**src/rtl/ifu_iccm_acc_ctl.sv**
```systemverilog
// ifu_iccm_acc_ctl -- ICCM access controller.
//
// Accepts one read or write request at a time and turns it into ICCM
// read/write enable sequences. Byte and half-word writes are done as a
// read-modify-write on the containing 32-bit word. Every 32-bit word that is
// written carries a 7-bit SECDED code.
//
// Optional feature: define ICCM_ACC_ECC_CHECK_EN to check and correct the ECC
// of every word read back from the ICCM. When it is undefined the stored ECC
// bits are ignored on reads, but writes still generate ECC.
//
// Ports:
//   clk, rst_l        clock, asynchronous active-low reset
//   req_*             request channel (valid/ready, write, byte addr, size, wdata)
//   rsp_*             response channel (valid/ready, rdata, err)
//   iccm_wren/rden    ICCM write / read enables (never both high)
//   iccm_rw_addr      ICCM word address (byte address [ICCM_BITS-1:2])
//   iccm_wr_size      ICCM write size (2 = word, 3 = dword)
//   iccm_wr_data      {odd word, even word}, each {ecc[6:0], data[31:0]}
//   iccm_rd_data      four 39-bit words, valid the cycle after a read enable
module ifu_iccm_acc_ctl #(
    parameter int unsigned ICCM_BITS = 16
) (
    input  logic                 clk,
    input  logic                 rst_l,
    input  logic                 req_valid,
    output logic                 req_ready,
    input  logic                 req_write,
    input  logic [ICCM_BITS-1:0] req_addr,
    input  logic [2:0]           req_size,
    input  logic [63:0]          req_wdata,
    output logic                 rsp_valid,
    input  logic                 rsp_ready,
    output logic [63:0]          rsp_rdata,
    output logic                 rsp_err,
    output logic                 iccm_wren,
    output logic                 iccm_rden,
    output logic [ICCM_BITS-3:0] iccm_rw_addr,
    output logic [2:0]           iccm_wr_size,
    output logic [77:0]          iccm_wr_data,
    input  logic [155:0]         iccm_rd_data
);

    localparam logic [2:0] IDLE    = 3'd0;
    localparam logic [2:0] RD      = 3'd1;
    localparam logic [2:0] RMW_RD  = 3'd2;
    localparam logic [2:0] RMW_MRG = 3'd3;
    localparam logic [2:0] WR      = 3'd4;
    localparam logic [2:0] RSP     = 3'd5;

    // Hamming code: data bits occupy the non-power-of-two positions 3..38,
    // ecc[i] covers positions with bit i set, ecc[6] is overall parity.
    function automatic logic [6:0] ecc_gen(input logic [31:0] d);
        logic [6:0] e;
        logic [4:0] j;
        e = '0;
        j = '0;
        for (int unsigned pos = 1; pos < 39; pos++) begin
            if ((pos & (pos - 1)) != 0) begin
                for (int unsigned i = 0; i < 6; i++) begin
                    if (pos[i[4:0]]) e[i[2:0]] = e[i[2:0]] ^ d[j];
                end
                j = j + 5'd1;
            end
        end
        e[6] = ^{e[5:0], d};
        return e;
    endfunction

`ifdef ICCM_ACC_ECC_CHECK_EN
    // Returns {double_error, corrected_data}.
    function automatic logic [32:0] ecc_fix(input logic [38:0] w);
        logic [5:0]  s;
        logic [31:0] d;
        logic [4:0]  j;
        logic        p;
        d = w[31:0];
        s = w[37:32];
        j = '0;
        for (int unsigned pos = 1; pos < 39; pos++) begin
            if ((pos & (pos - 1)) != 0) begin
                for (int unsigned i = 0; i < 6; i++) begin
                    if (pos[i[4:0]]) s[i[2:0]] = s[i[2:0]] ^ d[j];
                end
                j = j + 5'd1;
            end
        end
        p = ^w;
        // Odd parity means a single flip; the syndrome names its position.
        if (p) begin
            j = '0;
            for (int unsigned pos = 1; pos < 39; pos++) begin
                if ((pos & (pos - 1)) != 0) begin
                    if (pos[5:0] == s) d[j] = ~d[j];
                    j = j + 5'd1;
                end
            end
        end
        return {(s != 6'd0) && !p, d};
    endfunction
`endif

    logic [2:0]           state_q, state_d;
    logic                 arm_q;
    logic [ICCM_BITS-1:0] addr_q;
    logic [2:0]           size_q;
    logic [15:0]          wdata_q;
    logic [63:0]          rdata_q;
    logic                 err_q;
    logic                 cap_q;
    logic [2:0]           wr_size_q;
    logic [77:0]          wr_data_q;

    logic        accept, illegal;
    logic [38:0] w_lo, w_hi;
    logic [31:0] d_lo, d_hi, merged, enc_lo_in, enc_hi_in;
    logic        dbl_lo, dbl_hi, dbl_sel;
    logic [63:0] sel_rdata;

    assign req_ready = arm_q && (state_q == IDLE);
    assign accept    = req_valid && req_ready;

    always_comb begin
        illegal = req_size[2]
                | ((req_size[1:0] == 2'd1) && req_addr[0])
                | ((req_size[1:0] == 2'd2) && (req_addr[1:0] != 2'd0))
                | ((req_size[1:0] == 2'd3) && (req_addr[2:0] != 3'd0));
    end

    // Dword accesses are 8-byte aligned, so addr[3:2] is always the low word.
    always_comb begin
        case (addr_q[3:2])
            2'd0:    w_lo = iccm_rd_data[38:0];
            2'd1:    w_lo = iccm_rd_data[77:39];
            2'd2:    w_lo = iccm_rd_data[116:78];
            default: w_lo = iccm_rd_data[155:117];
        endcase
        w_hi = addr_q[3] ? iccm_rd_data[155:117] : iccm_rd_data[77:39];
    end

`ifdef ICCM_ACC_ECC_CHECK_EN
    assign {dbl_lo, d_lo} = ecc_fix(w_lo);
    assign {dbl_hi, d_hi} = ecc_fix(w_hi);
`else
    logic unused_ecc;
    assign d_lo       = w_lo[31:0];
    assign d_hi       = w_hi[31:0];
    assign dbl_lo     = 1'b0;
    assign dbl_hi     = 1'b0;
    assign unused_ecc = ^{w_lo[38:32], w_hi[38:32]};
`endif
    assign dbl_sel = dbl_lo | ((size_q == 3'd3) && dbl_hi);

    always_comb begin
        sel_rdata = '0;
        case (size_q[1:0])
            2'd0: begin
                case (addr_q[1:0])
                    2'd0:    sel_rdata[7:0] = d_lo[7:0];
                    2'd1:    sel_rdata[7:0] = d_lo[15:8];
                    2'd2:    sel_rdata[7:0] = d_lo[23:16];
                    default: sel_rdata[7:0] = d_lo[31:24];
                endcase
            end
            2'd1:    sel_rdata[15:0] = addr_q[1] ? d_lo[31:16] : d_lo[15:0];
            2'd2:    sel_rdata[31:0] = d_lo;
            default: sel_rdata = {d_hi, d_lo};
        endcase
    end

    always_comb begin
        merged = d_lo;
        if (size_q == 3'd0) begin
            case (addr_q[1:0])
                2'd0:    merged[7:0]   = wdata_q[7:0];
                2'd1:    merged[15:8]  = wdata_q[7:0];
                2'd2:    merged[23:16] = wdata_q[7:0];
                default: merged[31:24] = wdata_q[7:0];
            endcase
        end else if (addr_q[1]) begin
            merged[31:16] = wdata_q;
        end else begin
            merged[15:0] = wdata_q;
        end
    end

    // Two encoders shared between direct writes (encoded at acceptance) and
    // the read-modify-write merge (word replicated into both halves).
    always_comb begin
        if (state_q == IDLE) begin
            enc_lo_in = req_wdata[31:0];
            enc_hi_in = (req_size == 3'd3) ? req_wdata[63:32] : req_wdata[31:0];
        end else begin
            enc_lo_in = merged;
            enc_hi_in = merged;
        end
    end

    always_comb begin
        state_d = state_q;
        case (state_q)
            IDLE: begin
                if (accept) begin
                    if (illegal)        state_d = RSP;
                    else if (!req_write) state_d = RD;
                    else if (req_size[1]) state_d = WR;
                    else                 state_d = RMW_RD;
                end
            end
            RD:      state_d = RSP;
            RMW_RD:  state_d = RMW_MRG;
            RMW_MRG: state_d = dbl_sel ? RSP : WR;
            WR:      state_d = RSP;
            RSP:     if (rsp_ready) state_d = IDLE;
            default: state_d = IDLE;
        endcase
    end

    always_ff @(posedge clk or negedge rst_l) begin
        if (!rst_l) begin
            state_q   <= IDLE;
            arm_q     <= 1'b0;
            addr_q    <= '0;
            size_q    <= '0;
            wdata_q   <= '0;
            rdata_q   <= '0;
            err_q     <= 1'b0;
            cap_q     <= 1'b0;
            wr_size_q <= '0;
            wr_data_q <= '0;
        end else begin
            state_q <= state_d;
            arm_q   <= 1'b1;
            case (state_q)
                IDLE: begin
                    if (accept) begin
                        addr_q    <= req_addr;
                        size_q    <= req_size;
                        wdata_q   <= req_wdata[15:0];
                        rdata_q   <= '0;
                        err_q     <= illegal;
                        cap_q     <= 1'b0;
                        wr_size_q <= (req_size == 3'd3) ? 3'd3 : 3'd2;
                        wr_data_q <= {ecc_gen(enc_hi_in), enc_hi_in,
                                      ecc_gen(enc_lo_in), enc_lo_in};
                    end
                end
                RD: cap_q <= 1'b1;
                RMW_MRG: begin
                    err_q     <= dbl_sel;
                    wr_size_q <= 3'd2;
                    wr_data_q <= {ecc_gen(enc_hi_in), enc_hi_in,
                                  ecc_gen(enc_lo_in), enc_lo_in};
                end
                RSP: begin
                    // Read data is presented live in the first response cycle
                    // and held from the register afterwards.
                    if (cap_q) begin
                        rdata_q <= sel_rdata;
                        err_q   <= err_q | dbl_sel;
                        cap_q   <= 1'b0;
                    end
                end
                default: ;
            endcase
        end
    end

    assign rsp_valid    = (state_q == RSP);
    assign rsp_rdata    = rsp_valid ? (cap_q ? sel_rdata : rdata_q) : '0;
    assign rsp_err      = rsp_valid && (err_q || (cap_q && dbl_sel));
    assign iccm_rden    = (state_q == RD) || (state_q == RMW_RD);
    assign iccm_wren    = (state_q == WR);
    assign iccm_rw_addr = (iccm_rden || iccm_wren) ? addr_q[ICCM_BITS-1:2] : '0;
    assign iccm_wr_size = iccm_wren ? wr_size_q : '0;
    assign iccm_wr_data = iccm_wren ? wr_data_q : '0;

endmodule

```
**config.mk**
```make
export PLATFORM = sky130hd
export DESIGN_NAME = ifu_iccm_acc_ctl
export DESIGN_NICKNAME = d
export VERILOG_FILES = /design/src/rtl/ifu_iccm_acc_ctl.sv
export SDC_FILE = /design/constraint.sdc
export NUM_CORES = 1
export LEC_CHECK = 0
export ABC_AREA = 1
export CAP_MARGIN = 40
export CORE_MARGIN = 10
export CORE_UTILIZATION = 50
export CTS_CLUSTER_SIZE = 12
export DETAILED_ROUTE_END_ITERATION = 10
export GPL_ROUTABILITY_DRIVEN = 0
export PLACE_DENSITY = 0.78
export REMOVE_ABC_BUFFERS = 1
export SETUP_SLACK_MARGIN = 0.1
export SLEW_MARGIN = 20
export SYNTH_ARGS = -nofsm -noshare
export SYNTH_HDL_FRONTEND = slang
export SYNTH_SLANG_ARGS = --single-unit
```
**constraint.sdc**
```tcl
create_clock -name clk -period 3 [get_ports clk]
set_input_delay 0.9 -clock clk [delete_from_list [all_inputs] [get_ports clk]]
set_output_delay 0.9 -clock clk [all_outputs]
set_load 0.005 [all_outputs]
```
==> results of run 1 <==
-- metal layers --
| metal | GRT overflow | global-route usage |
|---|---|---|
| met3 | 13 | 0.7741 |
| met1 | 7 | 0.7917 |
| met5 | 2 | 0.5185 |
| met4 | 135 | 0.8433 |
| met2 | 162 | 0.9320 |
-- Yosys cell counts, types with 4 or more instances --
| library cell | n | area, sq um |
|---|---|---|
| a21oi_2 | 4 | 35.03 |
| nand4_1 | 22 | 137.6 |
| a21oi_1 | 118 | 590.6 |
| buf_6 | 11 | 123.9 |
| o21ai_2 | 12 | 105.1 |
| nand3_1 | 191 | 955.9 |
| nand2_4 | 4 | 45.04 |
| nor2_4 | 6 | 67.56 |
| inv_2 | 35 | 131.4 |
| xor2_2 | 5 | 81.33 |
| xor2_1 | 19 | 166.4 |
| buf_1 | 9 | 33.78 |
| o21ai_1 | 6 | 30.03 |
| nand3b_1 | 7 | 52.55 |
| dfrtp_1 | 185 | 4629 |
| buf_4 | 8 | 60.06 |
| nand2_1 | 1070 | 4016 |
| buf_2 | 23 | 115.1 |
| xnor2_1 | 14 | 122.6 |
| o21ai_0 | 150 | 750.7 |
| nor2_2 | 9 | 56.30 |
| o22ai_1 | 5 | 31.28 |
| nand3_2 | 4 | 40.04 |
| inv_1 | 267 | 1002 |
| clkbuf_1 | 68 | 255.2 |
| a221oi_1 | 4 | 35.03 |
| o211ai_1 | 4 | 30.03 |
| nor2_1 | 180 | 675.7 |
| clkinv_1 | 6 | 22.52 |
| nand2_2 | 29 | 181.4 |
| nor3_1 | 5 | 25.02 |
| a31o_2 | 61 | 534.3 |
-- logic make-up after synthesis --
| family | after synthesis |
|---|---|
| AND/OR/NAND/NOR | 1535 |
| AO/OA/AOI/OAI | 386 |
| other | 2 |
| XOR/XNOR | 41 |
| flip-flops | 185 |
| buffers and inverters | 429 |
-- through the flow --
step,cell area [sq um],std cells,hold slack [ps]
after floorplan,14940,2459,422.9
after global placement,22050,3570,433.5
after detailed placement,22050,3570,459.5
after CTS,25340,3739,434.4
-- timing repair --
item                       CTS
setup endpoints to repair  176
hold buffers                 0
cloned                      10
setup buffers              135
pin swaps                  193
resized for setup          953
==> impl_metrics.env, run 1 <==
export IMPL_ys_ff_latch=185
export IMPL_firstError="[ERROR GRT-0232] Routing congestion too high. Check the congestion heatmap in the GUI."
export IMPL_antenna_found_initial=21
export IMPL_async_flop_share=1.000
export IMPL_cts_made_buffers=17
export IMPL_synth_area_sq_um=15520
export IMPL_htreeDepth=4
export IMPL_grt_repair_worst_endpoint="rsp_rdata[5]"
export IMPL_dp_hpwl_um=50760
export IMPL_root_buffer="clkbuf_16"
export IMPL_synth_top_family_by_area="simple AND/OR/NAND/NOR gates"
export IMPL_synth_edff_count=0
export IMPL_die_x_um=196.2
export IMPL_port_buffers=378
export IMPL_synth_cell_types=53
export IMPL_track_usage=0.8272
export IMPL_stop_stage="5_1_grt"
export IMPL_yosysSeqAreaShare=0.2982
export IMPL_synth_fa_ha_area_frac=0
export IMPL_synth_simple_gate_area_frac=0.4098
export IMPL_outcome="stopped before the end"
export IMPL_cts_sinks=185
export IMPL_synth_avg_cell_area_sq_um=6.022
export IMPL_grt_ovfl_total=319
export IMPL_ys_flop_type="dfrtp_1"
export IMPL_postSynthCellCount=2578
export IMPL_clk_path_buf_depth=2
export IMPL_synth_xor_area_frac=0.02700
export IMPL_synth_compound_area_frac=0.1511
export IMPL_worst_ep_kind="output port"
export IMPL_start_util=0.5075
export IMPL_die_y_um=196.2
export IMPL_boundaryPins=408
export IMPL_muxShareOfSynthArea=0
export IMPL_place_ws_ps=-970.5
export IMPL_grt_start_max_net_pins=92
export IMPL_yosys_warnings=0
export IMPL_rows=64
==> run 2: changes to the inputs <==
Settings changed: CORE_UTILIZATION 50 to 40, CTS_CLUSTER_SIZE 12 to default, PLACE_DENSITY 0.78 to default, PLACE_DENSITY_LB_ADDON from default to 0.15, SETUP_SLACK_MARGIN 0.1 to default.
==> run 2 against run 1 <==
Net effect: synthesized cell count unchanged; the flow now finishes, with violations (negative setup slack); synthesized area unchanged.
==> impl_metrics.env, run 2 <==
export IMPL_outcome="finished with violations"
export IMPL_violations="negative setup slack"
export IMPL_crit_top_cell="nand2_1"
export IMPL_track_usage=0.2867
export IMPL_critical_path_slowest_cell="dfrtp_2"
export IMPL_worstPathRequired_ps=3360
export IMPL_rr_worst_depth=29
export IMPL_crit_cells=29
export IMPL_synth_avg_cell_area_sq_um=6.022
export IMPL_rows=72
export IMPL_core_region_area_sq_um=38560
export IMPL_async_flop_share=1.000
export IMPL_cts_sinks=185
export IMPL_wl_per_cell_um=18.51
export IMPL_final_common_cell="nand2_1"
export IMPL_rsz0062_at_grt="yes"
export IMPL_htreeDepth=4
export IMPL_drtPass1Iterations=8
export IMPL_yosysSeqAreaShare=0.2982
export IMPL_path_clk_slew_ps=80
export IMPL_boundaryPins=408
export IMPL_viasPerCell=5.239
export IMPL_largest_register="wr_data_q"
export IMPL_synth_area_leaders="dfrtp_1 30%, nand2_1 26%, inv_1 6.5%"
export IMPL_root_buffer="clkbuf_16"
export IMPL_insertion_delay_ps=470
export IMPL_relSlewSlack=0.6378
export IMPL_hold_viol_final=0
export IMPL_netlist_top_cells_count="1070 x nand2_1, 267 x inv_1, 191 x nand3_1, 185 x dfrtp_1, 180 x nor2_1"
export IMPL_n_fill_cell=3466
export IMPL_drv_cap=0
export IMPL_grt_start_max_net_pins=89
export IMPL_grt_pass1_wl_um=107000
export IMPL_cts_tree="built"
export IMPL_antenna_left=0
export IMPL_dieArea_sq_um=47090
export IMPL_start_util=0.4026
export IMPL_finalCritPeriodShare=1.157
export IMPL_routed_wl_um=71610
export IMPL_syn_to_final_growth_pct=62.31
export IMPL_cts_made_buffers=17
export IMPL_startpoint_type="register"
export IMPL_worst_setup_path_type="reg2reg"
export IMPL_place_ws_ps=-968.2
export IMPL_yosys_area_top_type="dfrtp_1"
export IMPL_fmax_ghz=0.2882
export IMPL_die_x_um=217
export IMPL_dp_hpwl_um=52440
export IMPL_drive_gt1_frac=0.3209
export IMPL_clk_path_buf_depth=2
export IMPL_largest_reg_flops=78
export IMPL_min_path_type="in2async"
export IMPL_synth_cell_types=53
export IMPL_cp_buffers_inverters=7
export IMPL_skew_ps=17.11
export IMPL_grt_pass1_vias=19200
export IMPL_yosysTopAreaCellShare=0.2982
export IMPL_setup_violations_final=73
export IMPL_synth_area_sq_um=15520
export IMPL_postSynthCellCount=2578
export IMPL_setup_worst_path_end_class="register"
export IMPL_slew_violations=0
export IMPL_synth_edff_count=0
export IMPL_drc=0
export IMPL_grt_ovfl_total=0
export IMPL_worst_pin_slew_ps=543.4
export IMPL_synth_most_common_cell="nand2_1"
export IMPL_cpPeakStageDelay_ps=510
export IMPL_vias=20270
export IMPL_top_regs="wr_data_q x78, rdata_q x64"
export IMPL_drt_iter0_markers=1823
export IMPL_hold_buffers=0
export IMPL_antenna_found_initial=4
export IMPL_cp_max_fo=5
export IMPL_fin_crit_ps=3470
export IMPL_setup_slack_ps=-470.1
export IMPL_ys_flop_type="dfrtp_1"
export IMPL_layout_common_cells="942 x nand2_1, 389 x buf_4, 259 x inv_1"
export IMPL_die_y_um=217
export IMPL_port_buffers=378
export IMPL_nNetsFinal=3578
export IMPL_path_delay_family="simple AND/OR/NAND/NOR gates"
export IMPL_ys_ff_latch=185
export IMPL_yosys_warnings=0
export IMPL_cp_data_arrival_time_ps=3830
run 2: cell counts after synthesis:
Identical to the previous run, type by type.
run 2: cell type report:
class / count / area (sq um) / area share
Sequential cell: 185 / 4634 / 0.1839
Clock inverter: 12 / 141.4 / 0.005611
Antenna cell: 3 / 7.507 / 0.0002979
Timing Repair inverter: 1 / 3.754 / 0.0001490
Timing Repair Buffer: 855 / 7691 / 0.3052
Tap cell: 518 / 648.1 / 0.02572
Multi-Input combinational cell: 1964 / 10420 / 0.4136
Clock buffer: 20 / 446.7 / 0.01773
Inverter: 310 / 1201 / 0.04767
run 2: repair_timing:
item,CTS,global route
cloned,8,2
resized for setup,627,252
endpoints found under the setup margin,172,150
pin swaps,56,60
buffers inserted,78,32
hold endpoints to repair,0,0
run 2: through the flow:
| step | cells | hold WS, ps | TNS [ps] | utilization | area (sq um) |
|---|---|---|---|---|---|
| 6_report | 3868 | 275.4 | -13480 | 0.6535 | 25200 |
| 4_1_cts | 3833 | 267.1 | -10100 | 0.6299 | 24290 |
| 3_3_place_gp | 3721 | 434.5 | -33720 | 0.5812 | 22410 |
| 5_1_grt | 3866 | 268.9 | -21910 | 0.6534 | 25190 |
| 2_1_floorplan | 2459 | 422.9 | -519920 | - | 14940 |
| 3_5_place_dp | 3721 | 444.3 | -35420 | 0.5812 | 22410 |
run 2: final timing paths:
kind	slack [ps]	start	to
setup reg to reg	-470	addr_q[2]$_DFFE_PN0P_	wr_data_q[77]$_DFFE_PN0P_
hold reg to reg	470	wr_size_q[1]$_DFFE_PN0P_	wr_size_q[1]$_DFFE_PN0P_
setup / recovery	-470	addr_q[2]$_DFFE_PN0P_	wr_data_q[77]$_DFFE_PN0P_
hold / removal	280	rst_l	rdata_q[32]$_DFFE_PN0P_
min in group clk	470	wr_size_q[1]$_DFFE_PN0P_	wr_size_q[1]$_DFFE_PN0P_
max in group asynchronous	1960	rst_l	wr_data_q[17]$_DFFE_PN0P_
run 2: per-layer routing:
metal / global-route usage / vias up / wire, um
met4: 0.1175 / 2 / 3017
met1: 0.3599 / 9533 / 29200
met2: 0.4683 / 893 / 33310
met3: 0.06394 / 189 / 6058
met5: 0 / - / 16
li1: - / 9648 / -
run 2: cell families after synthesis:
family	Yosys count	synth area share
AND/OR/NAND/NOR	1535	0.4098
AO/OA/AOI/OAI	386	0.1511
other	2	0.0004838
flip-flops	185	0.2982
buffers and inverters	429	0.1133
XOR/XNOR	41	0.02700
run 2: worst register-to-register path, delay by kind of cell (launching register included):
kind	cells	cell delay, ps
AND/OR/NAND/NOR	21	1790
buffers and inverters	7	900
flip-flops	1	510
XOR/XNOR	1	180
Power of run 2 is left out: the tool's default activity adds up to more than one toggle a clock period on the data nets, which glitch-free logic cannot reach.
